==> src/rtl/sevga_pkg.sv <==
// sevga_pkg: shared types and constants for the SE-VGA VRAM write path.
// Build option SEVGA_WR_HOLD_EN adds a HOLD cycle after the write strobe and
// narrows the start window so the last write cycle still ends before seq 7.
package sevga_pkg;

  localparam int SEVGA_ADDR_W = 15;
  localparam int SEVGA_DATA_W = 8;

  // Bit n set: a write may be started from a cycle whose vidSeq is n.
  localparam logic [7:0] WIN_HOLD   = 8'b1000_1111;  // {7,0,1,2,3}
  localparam logic [7:0] WIN_NOHOLD = 8'b1001_1111;  // {7,0,1,2,3,4}

`ifdef SEVGA_WR_HOLD_EN
  typedef enum logic [1:0] {WR_IDLE, WR_SETUP, WR_STROBE, WR_HOLD} wr_state_e;
  localparam logic [7:0] START_WIN = WIN_HOLD;
`else
  typedef enum logic [1:0] {WR_IDLE, WR_SETUP, WR_STROBE} wr_state_e;
  localparam logic [7:0] START_WIN = WIN_NOHOLD;
`endif

  typedef struct packed {
    logic [SEVGA_ADDR_W-1:0] addr;
    logic [SEVGA_DATA_W-1:0] data;
  } wr_entry_t;

  function automatic logic in_start_win(input logic [2:0] seq);
    return START_WIN[seq];
  endfunction

endpackage

==> src/rtl/vram_wr_fifo.sv <==
// vram_wr_fifo: synchronous FIFO for buffered CPU framebuffer writes.
// A push that arrives while full is dropped and flagged, even if a pop
// happens in the same cycle.
module vram_wr_fifo #(
  parameter int DEPTH = 8,
  parameter int W     = 23
) (
  input  logic         clk,
  input  logic         rst_n,
  input  logic         push,
  input  logic         pop,
  input  logic [W-1:0] din,
  output logic [W-1:0] dout,
  output logic         full,
  output logic         empty,
  output logic         dropped
);

  localparam int PTR_W = (DEPTH > 1) ? $clog2(DEPTH) : 1;
  localparam logic [PTR_W:0] FULL_CNT = DEPTH[PTR_W:0];

  logic [W-1:0]     mem_q [DEPTH];
  logic [PTR_W-1:0] wr_ptr_q, wr_ptr_d, rd_ptr_q, rd_ptr_d;
  logic [PTR_W:0]   cnt_q, cnt_d;
  logic             full_q, full_d;
  logic             push_ok, pop_ok;

  assign push_ok = push && !full_q;
  assign pop_ok  = pop && (cnt_q != '0);
  assign dout    = mem_q[rd_ptr_q];
  assign full    = full_q;
  assign empty   = (cnt_q == '0);
  assign dropped = push && full_q;

  // Pointer and occupancy update; pointers wrap modulo DEPTH.
  always_comb begin
    wr_ptr_d = wr_ptr_q;
    rd_ptr_d = rd_ptr_q;
    cnt_d    = cnt_q;
    if (push_ok) wr_ptr_d = wr_ptr_q + 1'b1;
    if (pop_ok)  rd_ptr_d = rd_ptr_q + 1'b1;
    case ({push_ok, pop_ok})
      2'b10:   cnt_d = cnt_q + 1'b1;
      2'b01:   cnt_d = cnt_q - 1'b1;
      default: cnt_d = cnt_q;
    endcase
    full_d = (cnt_d == FULL_CNT);
  end

  // Control state; reset discards all entries.
  always_ff @(posedge clk) begin
    if (!rst_n) begin
      wr_ptr_q <= '0;
      rd_ptr_q <= '0;
      cnt_q    <= '0;
      full_q   <= 1'b0;
    end else begin
      wr_ptr_q <= wr_ptr_d;
      rd_ptr_q <= rd_ptr_d;
      cnt_q    <= cnt_d;
      full_q   <= full_d;
    end
  end

  // Storage array; contents need no reset because the count gates reads.
  always_ff @(posedge clk) begin
    if (push_ok) mem_q[wr_ptr_q] <= din;
  end

endmodule

==> src/rtl/vram_arbiter.sv <==
// vram_arbiter: shares the SE-VGA VRAM port between video fetches and
// buffered CPU writes. Writes only start inside the idle slots of each
// 8-pixel fetch group so the seq-7 video read is never disturbed.
// Build option SEVGA_WR_HOLD_EN: 3-cycle writes (SETUP/STROBE/HOLD) instead
// of 2-cycle writes (SETUP/STROBE).
module vram_arbiter
  import sevga_pkg::*;
#(
  parameter int FIFO_DEPTH = 8,
  parameter int ADDR_W     = SEVGA_ADDR_W,
  parameter int DATA_W     = SEVGA_DATA_W
) (
  input  logic              pixClock,
  input  logic              nReset,
  input  logic [ADDR_W-1:0] vidAddr,
  input  logic              nVidOE,
  input  logic [2:0]        vidSeq,
  input  logic              cpuWrReq,
  input  logic [ADDR_W-1:0] cpuWrAddr,
  input  logic [DATA_W-1:0] cpuWrData,
  output logic [ADDR_W-1:0] vramAddr,
  output logic [DATA_W-1:0] vramDout,
  output logic              vramDoutEn,
  output logic              nvramOE,
  output logic              nvramWE,
  output logic              fifoFull,
  output logic              ovfErr,
  output logic              colErr
);

  wr_state_e           state_q, state_d;
  logic [ADDR_W-1:0]   wr_addr_q, wr_addr_d;
  logic [DATA_W-1:0]   wr_data_q, wr_data_d;
  logic                we_n_q, we_n_d;
  logic                dout_en_q, dout_en_d;
  logic                ovf_q, ovf_d;
  logic                col_q, col_d;

  logic [ADDR_W+DATA_W-1:0] fifo_dout;
  logic                fifo_full, fifo_empty, fifo_drop;
  logic                pop, start_ok;

  vram_wr_fifo #(.DEPTH(FIFO_DEPTH), .W(ADDR_W + DATA_W)) u_fifo (
    .clk     (pixClock),
    .rst_n   (nReset),
    .push    (cpuWrReq),
    .pop     (pop),
    .din     ({cpuWrAddr, cpuWrData}),
    .dout    (fifo_dout),
    .full    (fifo_full),
    .empty   (fifo_empty),
    .dropped (fifo_drop)
  );

  assign start_ok = !fifo_empty && in_start_win(vidSeq);

  // State register plus the registered pin/flag outputs.
  always_ff @(posedge pixClock) begin
    if (!nReset) begin
      state_q   <= WR_IDLE;
      wr_addr_q <= '0;
      wr_data_q <= '0;
      we_n_q    <= 1'b1;
      dout_en_q <= 1'b0;
      ovf_q     <= 1'b0;
      col_q     <= 1'b0;
    end else begin
      state_q   <= state_d;
      wr_addr_q <= wr_addr_d;
      wr_data_q <= wr_data_d;
      we_n_q    <= we_n_d;
      dout_en_q <= dout_en_d;
      ovf_q     <= ovf_d;
      col_q     <= col_d;
    end
  end

  // Next-state: a new write may chain directly from the last write cycle.
  always_comb begin
    state_d = state_q;
    unique case (state_q)
      WR_IDLE:   if (start_ok) state_d = WR_SETUP;
      WR_SETUP:  state_d = WR_STROBE;
`ifdef SEVGA_WR_HOLD_EN
      WR_STROBE: state_d = WR_HOLD;
      WR_HOLD:   state_d = start_ok ? WR_SETUP : WR_IDLE;
`else
      WR_STROBE: state_d = start_ok ? WR_SETUP : WR_IDLE;
`endif
      default:   state_d = WR_IDLE;
    endcase
    if (!nReset) state_d = WR_IDLE;
    // Entering SETUP always means a fresh FIFO head was accepted.
    pop = (state_d == WR_SETUP);
  end

  // Outputs: registered ones follow the next state so they line up with it.
  always_comb begin
    wr_addr_d = wr_addr_q;
    wr_data_d = wr_data_q;
    if (pop) {wr_addr_d, wr_data_d} = fifo_dout;
    we_n_d    = (state_d != WR_STROBE);
    dout_en_d = (state_d != WR_IDLE);
    ovf_d     = ovf_q | fifo_drop;
    col_d     = col_q | (!nVidOE && (state_q != WR_IDLE));
    vramAddr  = (state_q == WR_IDLE) ? vidAddr : wr_addr_q;
    nvramOE   = (state_q == WR_IDLE) ? nVidOE  : 1'b1;
  end

  assign vramDout   = wr_data_q;
  assign vramDoutEn = dout_en_q;
  assign nvramWE    = we_n_q;
  assign fifoFull   = fifo_full;
  assign ovfErr     = ovf_q;
  assign colErr     = col_q;

endmodule
==> config.mk <==
export PLATFORM = sky130hd
export DESIGN_NAME = vram_arbiter
export DESIGN_NICKNAME = d
export VERILOG_FILES = /design/src/rtl/sevga_pkg.sv /design/src/rtl/vram_wr_fifo.sv /design/src/rtl/vram_arbiter.sv
export SDC_FILE = /design/constraint.sdc
export NUM_CORES = 1
export LEC_CHECK = 0
export CORE_UTILIZATION = 40
export DETAILED_ROUTE_END_ITERATION = 7
export PLACE_DENSITY = 0.58
export SETUP_SLACK_MARGIN = 0.1
export SLEW_MARGIN = 20
export SYNTH_ARGS = -nofsm -noshare
export SYNTH_HDL_FRONTEND = slang
export SYNTH_SLANG_ARGS = --single-unit
==> constraint.sdc <==
create_clock -name pixClock -period 4.4 [get_ports pixClock]
set_clock_uncertainty 0.1 [all_clocks]
set_input_delay 0.88 -clock pixClock [delete_from_list [all_inputs] [get_ports pixClock]]
set_output_delay 0.88 -clock pixClock [all_outputs]
set_load 0.02 [all_outputs]
==> flow_summary.json, run 1 <==
{
  "dr.pass1.iters": 4,
  "hold_class": "flop to flop",
  "diodes": 0,
  "power.density_nw_per_um2": 563,
  "initial_core_util": 0.409,
  "p_sw_mw": 1.56,
  "hold_buffers": 0,
  "synthCells": 452,
  "maxSlewViolCount": 0,
  "cp_num_cells": 4,
  "critPathLaunchType": "flop",
  "rr_worst_depth": 8,
  "grt_max_degree": 51,
  "grt_overflow": 0,
  "period_share": 0.756,
  "hpwl_um": 9710,
  "setup.worst_path.end_class": "primary output",
  "max_freq_ghz": 0.301,
  "cap_violations": 0,
  "placed_area_um2": 9680,
  "final_common_cell": "edfxtp_1",
  "cp_slowest_cell": "clkdlybuf4s50_1",
  "seqPwrFrac": 0.442,
  "grt_usage": 0.162,
  "comb_power_share": 0.215,
  "cts_tree": "built",
  "clk_pin_slew_worst_paths_ns": 0.06,
  "synthFlopType": "edfxtp_1",
  "htree_num_levels": 1,
  "viasPerCell": 5.19,
  "ys_warn_count": 0,
  "drive_gt1_frac": 0.229,
  "nets": 592,
  "ys_seq_elements": 224,
  "clkPwrFrac": 0.344,
  "post_cts_buffers": 0,
  "postSynth.asyncResetShare": 0,
  "grt_setup_unrepaired": "false",
  "cts_resized": 0,
  "ys_seq_area_frac": 0.736,
  "path_cells": "nor2_2 > buf_4 > mux2_2 > clkdlybuf4s50_1",
  "clockRootBuffer": "clkbuf_16",
  "synth.distinct_cells": 32,
  "power_mw": 5.93,
  "hold_viol_final": 0,
  "num_rows": 53,
  "tightest_slew_ns": 0.688,
  "crit_type": "flop to primary output",
  "ant_nets": 0,
  "critPathMaxFanout": 14,
  "min_path_cells": 2,
  "dr.first_iter.drc_count": 234,
  "clk_path_buf_depth": 3,
  "final_area_um2": 10500,
  "cts.sinks": 224,
  "drc": 0,
  "grt_pass1_vias": 4606,
  "ir_worst_vdd_mv": 0.337,
  "port_buffers": 73,
  "swShare": 0.262,
  "grt_pass1_wl_um": 26500,
  "cts_buffers": 24,
  "syn_area_um2": 8590,
  "clk_latency_ns": 0.51,
  "p_int_mw": 4.38,
  "crit_family": "buffers and inverters",
  "slowest_delay_ns": 0.55,
  "setup-tns-final_ns": 0,
  "core_um2": 21000,
  "dieArea_um2": 22100,
  "via_count": 4326,
  "syn2layout_area_growth_pct": 22.6,
  "critPathRequiredTime_ns": 3.42,
  "crit_arrival_ns": 2.35,
  "fin_crit_ns": 3.33,
  "avgRoutedWirePerCell_um": 20.6,
  "synth_nets": 503,
  "gp_congestion": 0.706,
  "avgSynthCellArea_um2": 19.0,
  "wl_um": 17200,
  "status": "finished, final reports clean",
  "die_h_um": 149,
  "path_buf_inv": 2,
  "die_w_um": 149,
  "p_leak_nw": 3.40,
  "ios": 74,
  "final_core_util": 0.501,
  "synth-edff-count": 184,
  "maxSlewHeadroom": 0.541,
  "final_cell_mix": "edfxtp_1, clkdlybuf4s50_1, mux4_2",
  "antenna_found_initial": 0,
  "finalSetupViolations": 0
}
==> cells by family after synthesis <==
logic type	after synthesis	share of synthesized area
compound gates	53	0.0345
fa+ha+maj	6	0.00961
flops	224	0.736
buf+inv	28	0.0151
mux	90	0.174
xor+xnor	6	0.00612
simple gates	45	0.0239
==> cell usage after synthesis (2+ instances only) <==
library cell | count | area share
inv_1 | 3 | 0.0013
nand2_1 | 8 | 0.0035
a21oi_1 | 26 | 0.015
nor3_1 | 2 | 0.0012
nand2b_1 | 5 | 0.0036
mux4_2 | 46 | 0.12
clkbuf_1 | 8 | 0.0035
o21ai_1 | 5 | 0.0029
mux2_2 | 16 | 0.021
buf_1 | 3 | 0.0013
o21ai_0 | 18 | 0.010
edfxtp_1 | 184 | 0.64
ha_1 | 5 | 0.0073
dfxtp_1 | 40 | 0.093
xor2_1 | 3 | 0.0031
mux2i_1 | 28 | 0.033
buf_2 | 11 | 0.0064
nor2_1 | 23 | 0.010
xnor2_1 | 3 | 0.0031
buf_4 | 3 | 0.0026
==> final timing paths <==
path | slack, ns | to | start
worst max-delay path | 1.07 | vramAddr[0] | state_q[0]
worst min register to register | 0.37 | ovfErr | ovfErr
worst min-delay path | 0.37 | ovfErr | ovfErr
worst max register to register | 1.53 | u_fifo.full | u_fifo.cnt_q[1]
==> layout make-up <==
| cell class | instances | area, um^2 |
|---|---|---|
| clock buffers | 30 | 653 |
| clock inverters | 14 | 168 |
| fillers | 1704 | 10500 |
| inverters | 3 | 11.3 |
| multi-input cells | 200 | 2160 |
| flip-flops and latches | 224 | 6330 |
| well taps | 275 | 344 |
| repair buffers | 88 | 863 |
==> routing by layer <==
metal / track usage / routed length (um)
met4: 0.0526 / 427
met2: 0.279 / 8610
met3: 0.0239 / 510
met1: 0.211 / 7640
met5: 0 / 0
==> worst reg2reg max path: cells and delay by family, from the launching register on <==
kind / cells / cell delay [ns]
fa+ha+maj: 2 / 0.68
flops: 1 / 0.37
simple gates: 2 / 0.74
compound gates: 3 / 0.53
mux: 1 / 0.34
==> state kept, by name, indices dropped and copies added (netlist names) <==
register / cells
u_fifo.mem_q: 184
wr_addr_q: 15
vramDout: 8
u_fifo.cnt_q: 4
u_fifo.rd_ptr_q: 3
u_fifo.wr_ptr_q: 3
state_q: 2
colErr: 1
nvramWE: 1
ovfErr: 1
u_fifo.full: 1
vramDoutEn: 1
==> power groups by stage <==
stage	clock (mW)	sequential, mW	combinational, mW
finish	2.04	2.62	1.27
global route	2.16	2.65	1.39
CTS	2.09	2.70	1.20
detailed placement	0	2.74	1.20
global placement	0	2.74	1.17
floorplan	0	2.63	0.855
==> through the flow <==
step	std cells	hold WS (ns)	worst slack [ns]
after global routing	834	0.395	0.968
after floorplan	452	0.359	0.909
after CTS	833	0.383	1.02
final	834	0.375	1.07
after detailed placement	789	0.367	0.805
after global placement	789	0.360	0.958
No activity file was read; power rests on OpenSTA's default activity.
==> run 2, diff against run 1 <==
- PLACE_DENSITY: 0.58 -> 0.6
- clock period: 4.4 -> 2.7 ns (I/O delays scaled with it)
==> run 2 against run 1 <==
Routed wire length increased by 3.5%. Via count increased by 1.3%. Register-to-register slack got worse by 1.3 ns. Cell count increased by 1.6%. First-iteration DRC count increased by 19%. Final area increased by 1.9%. Critical path type unchanged. Die area unchanged. Clock power increased by 57%. Setup slack got worse by 0.90 ns. Total power increased by 62%. Sequential share of layout area decreased by 1.1 points. Flip-flop and latch count unchanged.
==> flow_summary.json, run 2 (synthesis results as in run 1) <==
{
  "crit_type": "flop to primary output",
  "swShare": 0.262,
  "final_cell_mix": "edfxtp_1, clkdlybuf4s50_1, mux4_2",
  "power_mw": 9.61,
  "htree_num_levels": 1,
  "finalWorstSetupSlack_ns": 0.176,
  "crit_start": "state_q[1]",
  "rr_worst_depth": 8,
  "critPathMaxFanout": 13,
  "dr.first_iter.drc_count": 278,
  "ant_nets": 0,
  "seqPwrFrac": 0.439,
  "drc": 0,
  "largest_register": "u_fifo.mem_q",
  "comb_power_share": 0.227,
  "cts.sinks": 224,
  "ios": 74,
  "grt_setup_unrepaired": "false",
  "hold_buffers": 0,
  "clk_latency_ns": 0.51,
  "largest_reg_flops": 184,
  "critPathCapture": "vramAddr[10]",
  "gp_congestion": 0.771,
  "via_count": 4381,
  "hold_viol_final": 0,
  "slowest_delay_ns": 0.36,
  "hpwl_um": 10300,
  "hold_class": "flop to flop",
  "antenna_found_initial": 0,
  "setup.worst_path.end_class": "primary output",
  "period_share": 0.935,
  "tightest_slew_ns": 0.602,
  "r2r_start": "u_fifo.cnt_q[1]",
  "die_w_um": 149,
  "grt_pass1_wl_um": 27500,
  "clockRootBuffer": "clkbuf_16",
  "wl_um": 17800,
  "core_um2": 21000,
  "p_int_mw": 7.09,
  "nets": 606,
  "grt_usage": 0.168,
  "place_ws_ns": -0.267,
  "critPathRequiredTime_ns": 2.06,
  "p_sw_mw": 2.52,
  "grt_max_degree": 51,
  "r2r_setup_slack_ns": 0.25,
  "cap_violations": 0,
  "clk_pin_slew_worst_paths_ns": 0.06,
  "max_freq_ghz": 0.396,
  "avgRoutedWirePerCell_um": 21.0,
  "num_rows": 53,
  "dieArea_um2": 22100,
  "fin_crit_ns": 2.52,
  "clkPwrFrac": 0.334,
  "cts_buffers": 23,
  "status": "finished, final reports clean",
  "final_common_cell": "edfxtp_1",
  "maxSlewHeadroom": 0.599,
  "die_h_um": 149,
  "path_cells": "nor2_4 > buf_12 > mux2_2 > dlygate4sd2_1",
  "crit_arrival_ns": 1.88,
  "whs_ns": 0.372,
  "finalNonFillerCells": 847,
  "port_buffers": 73,
  "finalSetupViolations": 0,
  "dr.pass1.iters": 4,
  "grt_overflow": 0,
  "drive_gt1_frac": 0.257,
  "maxSlewViolCount": 0,
  "clk_path_buf_depth": 3,
  "viasPerCell": 5.17,
  "worst_r2r_endpoint": "u_fifo.full",
  "syn2layout_area_growth_pct": 25.0,
  "placedCellCount": 804,
  "critPathLaunchType": "flop",
  "diodes": 0,
  "p_leak_nw": 3.49,
  "cts_tree": "built",
  "cp_slowest_cell": "mux2_2",
  "power.density_nw_per_um2": 895,
  "initial_core_util": 0.409,
  "ir_worst_vdd_mv": 0.422,
  "grt_pass1_vias": 4686
}
## run 2: layer usage
metal	vias up	global-route usage	part of all wire
li1	2010	-	-
met1	2246	0.224	0.43
met2	101	0.280	0.50
met3	24	0.0350	0.058
met4	0	0.0448	0.014
met5	-	0	0
## run 2: stage by stage
| step | setup TNS [ns] | area, um^2 | utilization |
|---|---|---|---|
| after global routing | 0 | 10700 | 0.511 |
| after global placement | -0.283 | 9960 | 0.474 |
| after detailed placement | -0.409 | 9960 | 0.474 |
| after CTS | 0 | 10700 | 0.510 |
| after floorplan | 0 | 8660 | - |
| final | 0 | 10700 | 0.511 |
## run 2: critical path: cells and delay by family (launching register included)
| family | cells | cell delay [ns] |
|---|---|---|
| flops | 1 | 0.34 |
| mux | 1 | 0.36 |
| buf+inv | 2 | 0.51 |
| simple gates | 1 | 0.16 |
## run 2: worst min path at each step
stage	startpoint	end	slack [ns]	depth (start not counted)
6_report	colErr	colErr	0.37	2
5_1_grt	colErr	colErr	0.38	2
4_1_cts	colErr	colErr	0.37	2
3_5_place_dp	colErr	colErr	0.36	2
3_3_place_gp	ovfErr	ovfErr	0.35	2
2_1_floorplan	state_q[1]	nvramWE	0.36	1
## run 2: timing repair
action | 4_1_cts | 5_1_grt
setup buffers | 1 | 0
pin swaps | 1 | 1
gates cloned | 0 | 0
endpoints found under the setup margin | 15 | 14
resized for setup | 16 | 3
## run 2: cell type report
cell class                 count  area (um^2)
fill                        1689        10300
sequential                   224         6330
multi-input combinational    200         2240
timing repair buffer         103         1040
clock buffer                  34          647
tap                          275          344
clock inverter                 8          120
inverter                       3         11.3
## run 2: power groups by stage
stage / Sequential, mW / Combinational, mW / Clock [mW]
after global placement: 4.26 / 2.24 / 0
final: 4.22 / 2.19 / 3.21
after detailed placement: 4.28 / 2.26 / 0
after CTS: 4.21 / 2.22 / 3.27
after global routing: 4.25 / 2.37 / 3.42
after floorplan: 4.29 / 1.43 / 0
